File: src/rtl/hazard_scoreboard_unit.sv
// hazard_scoreboard_unit
// Hazard detection and forwarding control for the 5-stage pipeline. It drives stage
// stall/flush, selects per-operand forwarding, tracks one in-flight multi-cycle MDU op
// (latency countdown plus pending destination), and counts decode-stall cycles.
module hazard_scoreboard_unit #(
   parameter int REG_AW = 7,
   parameter int NSRC   = 2,
   parameter int LAT_W  = 6,
   parameter int PERF_W = 16
) (
   input  logic                   clk,
   input  logic                   rst,
   input  logic                   id_valid,
   input  logic [NSRC*REG_AW-1:0] id_src,
   input  logic [NSRC-1:0]        id_src_used,
   input  logic                   id_is_branch,
   input  logic                   id_mdu,
   input  logic [LAT_W-1:0]       id_mdu_lat,
   input  logic [REG_AW-1:0]      id_mdu_dst,
   input  logic                   ex_regwrite,
   input  logic [REG_AW-1:0]      ex_wreg,
   input  logic                   ex_load,
   input  logic                   mem_regwrite,
   input  logic [REG_AW-1:0]      mem_wreg,
   input  logic                   mem_load,
   input  logic                   mem_ready,
   input  logic                   branch_taken,
   input  logic                   exc_flush,
   output logic                   stall_f,
   output logic                   stall_d,
   output logic                   stall_e,
   output logic                   stall_m,
   output logic                   stall_w,
   output logic                   flush_d,
   output logic                   flush_e,
   output logic                   flush_m,
   output logic                   flush_w,
   output logic [NSRC*2-1:0]      fwd_sel,
   output logic                   mdu_busy,
   output logic [PERF_W-1:0]      stall_cnt
);

   typedef enum logic {IDLE, BUSY} mduStateT;

   mduStateT          mduState;
   logic [LAT_W-1:0]  mduCnt;
   logic [REG_AW-1:0] pendDst;

   logic [NSRC*2-1:0] fwdSel;
   logic [NSRC-1:0]   opHaz;
   logic              haz;
   logic              mduIssue;

   // Per-operand forwarding choice and data-hazard detection; $zero and unread operands never match
   for (genvar k = 0; k < NSRC; k++) begin : gOp
      logic [REG_AW-1:0] src;
      logic              live;
      logic              eMatch;
      logic              mMatch;

      assign src    = id_src[k*REG_AW +: REG_AW];
      assign live   = id_src_used[k] && (src != '0);
      assign eMatch = live && ex_regwrite && (ex_wreg == src);
      assign mMatch = live && mem_regwrite && (mem_wreg == src);

      // E result wins over M; a load still in E cannot forward and stalls instead
      assign fwdSel[k*2 +: 2] = (eMatch && !ex_load) ? 2'b01 :
                                mMatch ? (mem_load ? 2'b11 : 2'b10) : 2'b00;

      // Branches compare in ID, so load data arriving at the end of M is already too late
      assign opHaz[k] = (eMatch && ex_load) ||
                        (id_is_branch && mMatch && mem_load) ||
                        (mdu_busy && live && (src == pendDst));
   end

   // A second MDU op cannot start while one is in flight
   assign haz = id_valid && ((|opHaz) || (id_mdu && mdu_busy));

   assign mduIssue = id_valid && id_mdu && !stall_d && !exc_flush;

   // Stage control priority: reset, redirect, memory wait, hazard bubble, taken branch
   always_comb begin
      stall_f = 1'b0;
      stall_d = 1'b0;
      stall_e = 1'b0;
      stall_m = 1'b0;
      stall_w = 1'b0;
      flush_d = 1'b0;
      flush_e = 1'b0;
      flush_m = 1'b0;
      flush_w = 1'b0;
      fwd_sel = '0;
      if (!rst) begin
         fwd_sel = fwdSel;
         if (exc_flush) begin
            flush_d = 1'b1;
            flush_e = 1'b1;
            flush_m = 1'b1;
            flush_w = 1'b1;
         end else if (!mem_ready) begin
            stall_f = 1'b1;
            stall_d = 1'b1;
            stall_e = 1'b1;
            stall_m = 1'b1;
            stall_w = 1'b1;
         end else if (haz) begin
            stall_f = 1'b1;
            stall_d = 1'b1;
            flush_e = 1'b1;
         end else if (branch_taken) begin
            flush_d = 1'b1;
         end
      end
   end

   // MDU scoreboard: latency countdown keeps running through memory waits; redirect aborts it
   always_ff @(posedge clk) begin
      if (rst) begin
         mduState <= IDLE;
         mduCnt   <= '0;
         pendDst  <= '0;
         mdu_busy <= 1'b0;
      end else if (exc_flush) begin
         mduState <= IDLE;
         mduCnt   <= '0;
         mdu_busy <= 1'b0;
      end else begin
         case (mduState)
            IDLE: begin
               if (mduIssue) begin
                  mduState <= BUSY;
                  mduCnt   <= id_mdu_lat;
                  pendDst  <= id_mdu_dst;
                  mdu_busy <= 1'b1;
               end
            end
            BUSY: begin
               mduCnt <= mduCnt - LAT_W'(1);
               // Result lands on this edge; write-through regfile lets the consumer issue next cycle
               if (mduCnt <= LAT_W'(1)) begin
                  mduState <= IDLE;
                  mdu_busy <= 1'b0;
               end
            end
            default: begin
               mduState <= IDLE;
               mdu_busy <= 1'b0;
            end
         endcase
      end
   end

   // Saturating count of decode-stall cycles
   always_ff @(posedge clk) begin
      if (rst) begin
         stall_cnt <= '0;
      end else if (stall_d && (stall_cnt != '1)) begin
         stall_cnt <= stall_cnt + PERF_W'(1);
      end
   end

endmodule

File: config.mk
export PLATFORM = sky130hd
export DESIGN_NAME = hazard_scoreboard_unit
export DESIGN_NICKNAME = d
export VERILOG_FILES = /design/src/rtl/hazard_scoreboard_unit.sv
export SDC_FILE = /design/constraint.sdc
export NUM_CORES = 1
export LEC_CHECK = 0
export ABC_AREA = 1
export BUFFER_PORTS_ARGS = -buffer_cell sky130_fd_sc_hd__buf_2
export CORE_MARGIN = 2
export CORE_UTILIZATION = 42
export DETAILED_ROUTE_END_ITERATION = 16
export PLACE_DENSITY = 0.69
export SYNTH_ARGS = -nofsm -noshare
export SYNTH_HDL_FRONTEND = slang
export SYNTH_SLANG_ARGS = --single-unit
File: constraint.sdc
create_clock -name clk -period 1.65 [get_ports clk]
set_input_delay 0 -clock clk [delete_from_list [all_inputs] [get_ports clk]]
set_output_delay 0 -clock clk [all_outputs]
set_load 0.1 [all_outputs]
==> results_dict.tcl <==
set metrics [dict create \
    status "finished, violations left" \
    failed_checks "negative setup slack" \
    ys_types 32 \
    track_usage 0.236 \
    core_area_um2 6420 \
    viasPerCell 4.89 \
    endpoint_kind "output pin" \
    stdcell_area_um2 4240 \
    vias 3325 \
    seq_power_share 0.388 \
    ant_nets 0 \
    pwr-share-clk 0.296 \
    nets 660 \
    rsz0062_at_grt "yes" \
    slew_headroom 0.598 \
    gp_congestion 0.903 \
    initial_core_util 0.439 \
    dr.pass1.iters 5 \
    period_needed_ns 1.92 \
    ys_warn_count 0 \
    switching_share 0.352 \
    synth-async-reset-ratio 0 \
    die_h_um 85.9 \
    synth_seq_cells 31 \
    finalWorstSetupSlack_ns -0.275 \
    seqCellArea_um2 679 \
    diodes 0 \
    skew_ns 0.00951 \
    p_sw_uw 691 \
    routed_wirelength_mm 8.84 \
    syn-num-nets 533 \
    path_class "flop to output pin" \
    cp.arrival_ns 1.92 \
    synthTopCellsByArea "nand2_1, dfxtp_1, inv_1, nor2_1, nand3_1" \
    syn_area_per_cell_um2 5.93 \
    clkSinkCount 31 \
    yosys.area.top_type "nand2_1" \
    final_layout_size_suffix_gt1_frac 0.430 \
    numPortBuffers 84 \
    netlist_area_um2 2820 \
    final_common_cell "nand2_1" \
    antenna_found_initial 0 \
    hold_start "rst" \
    synth_top_area_share 0.225 \
    ioPinCount 85 \
    syn_to_final_growth_pct 50.5 \
    cts_buffer_depth 2 \
    htreeDepth 2 \
    p_leak_nw 2.05 \
    clock_latency_ns 0.28 \
    nFillCells 574 \
    combPwrFrac 0.316 \
    cts_buffers 5 \
    crit_fanout 2 \
    setup_viol 35 \
    syn_inst 475 \
    tightest_slew_ns 0.600 \
    synth_ff_type "dfxtp_1" \
    r2r_start "pendDst[6]" \
    synth_edf_count 0 \
    grt_pass1_wl_mm 14.2 \
    crit_path_start_kind "flop" \
    ir_drop_mv 0.410 \
    fp-row-count 29 \
    hold_viol 0 \
    routedWlPerCell_um 13.0 \
    clock.fmax_ghz 0.519 \
    first_iter_violations 175 \
    cts_tree "done" \
    required_ns 1.65 \
    globalRouteOverflowTotal 0 \
    power_mw 1.97 \
    crit_path_start "pendDst[6]" \
    dieArea_um2 7380 \
    drc_errors 0 \
    dpl.hpwl_mm 6.37 \
    fin_crit_sh 1.17 \
    drv_cap 0 \
    synth_seq_area_share 0.220 \
    min_path_type "input port to flop" \
    grt_max_degree 13 \
    cts-root-buf "clkbuf_8" \
    power.density_nw_per_um2 464 \
    postPlaceCellArea_um2 3730 \
    die_width_um 85.9 \
    grt_pass1_vias 3103 \
    drv_slew 0 \
    intPower_mw 1.27 \
    multi_input_area_um2 2140 \
    layout_common_cells "nand2_1, buf_2, inv_1, nor2_1, buf_4" \
    clk_pin_slew_worst_paths_ns 0.07 \
]
==> worst max-delay path, stage by stage (launching register included) <==
cell and delay (ns):
dfxtp_2 0.33, buf_4 0.13, nand2_2 0.04, nand2_1 0.04, nand2_1 0.06, nor2_1 0.04
nand3_1 0.07, nand2_1 0.07, nor2_2 0.09, nand3_2 0.12, buf_6 0.15, nand2_4 0.07
nand3_4 0.07, a21oi_4 0.17, buf_12 0.19
==> metrics by stage <==
step / worst slack [ns] / setup TNS (ns) / instances / hold WS, ns / utilization
finish: -0.275 / -4.53 / 680 / 0.0587 / 0.660
global route: -0.374 / -8.44 / 680 / 0.0629 / 0.660
CTS: -0.279 / -4.05 / 677 / 0.0492 / 0.637
detailed placement: -0.0930 / -1.51 / 652 / 0.232 / 0.581
global placement: -0.0489 / -0.511 / 652 / 0.224 / 0.581
floorplan: -0.249 / -3.37 / 475 / 0.103 / -
==> final timing paths <==
path                                       to  slack [ns]  depth (start not counted)
worst min register to register  stall_cnt[10]        0.48                          2
worst min-delay path             stall_cnt[3]        0.06                          2
worst max-delay path                  flush_d       -0.27                         14
worst max register to register      mduCnt[5]       -0.18                         15
==> power by group through the flow <==
stage               Sequential [mW]  Clock [mW]  Combinational, mW
floorplan                     0.790           0              0.347
detailed placement            0.777           0              0.553
global route                  0.764       0.624              0.678
finish                        0.762       0.583              0.621
CTS                           0.762       0.596              0.597
global placement              0.776           0              0.546
==> kinds of logic after synthesis <==
logic type      after synthesis  synth area share
compound gates               41            0.0901
xor+xnor                     25            0.0777
fa+ha+maj                     3            0.0133
buf+inv                      86             0.132
flops                        31             0.220
simple gates                289             0.467
==> metal layers <==
metal	vias up	share of wire	global-route usage
li1	1727	-	-
met5	-	0	0
met1	1503	0.42	0.294
met3	2	0.047	0.0269
met2	93	0.53	0.438
met4	0	0.0033	0.0447
==> flip-flops by register name (all words and copies together) (netlist names) <==
| register | flops |
|---|---|
| mduCnt | 6 |
| pendDst | 7 |
| mdu_busy | 1 |
| mduState | 1 |
| stall_cnt | 16 |
==> cells in the mapped netlist, types with 2 or more instances <==
cell	count
a21oi_1	20
a21oi_2	10
buf_2	2
buf_4	4
buf_6	2
clkbuf_1	3
clkinv_1	2
dfxtp_1	31
ha_1	3
inv_1	61
inv_2	11
nand2_1	169
nand2_4	2
nand3_1	26
nand3_2	13
nand4_1	4
nor2_1	55
nor2_2	5
nor3_1	5
nor3_2	2
nor4_1	3
o211ai_1	3
o21ai_0	7
xnor2_1	13
xor2_1	12
==> timing repair <==
action                     in CTS  in global routing
pin swaps                      11                 19
hold buffers                    7                  0
gates resized for setup        43                 33
setup endpoints to repair      33                 35
setup buffers                   9                  3
gates cloned                    2                  0
hold endpoints to repair        7                  0
==> area by class of cell <==
type                    count  area share
repair buffers            130       0.227
inverters                  74      0.0661
flip-flops and latches     31       0.160
well taps                  77      0.0227
clock inverters             1     0.00118
multi-input cells         360       0.505
clock buffers               7      0.0180
Power figures use the tool's default switching activity.
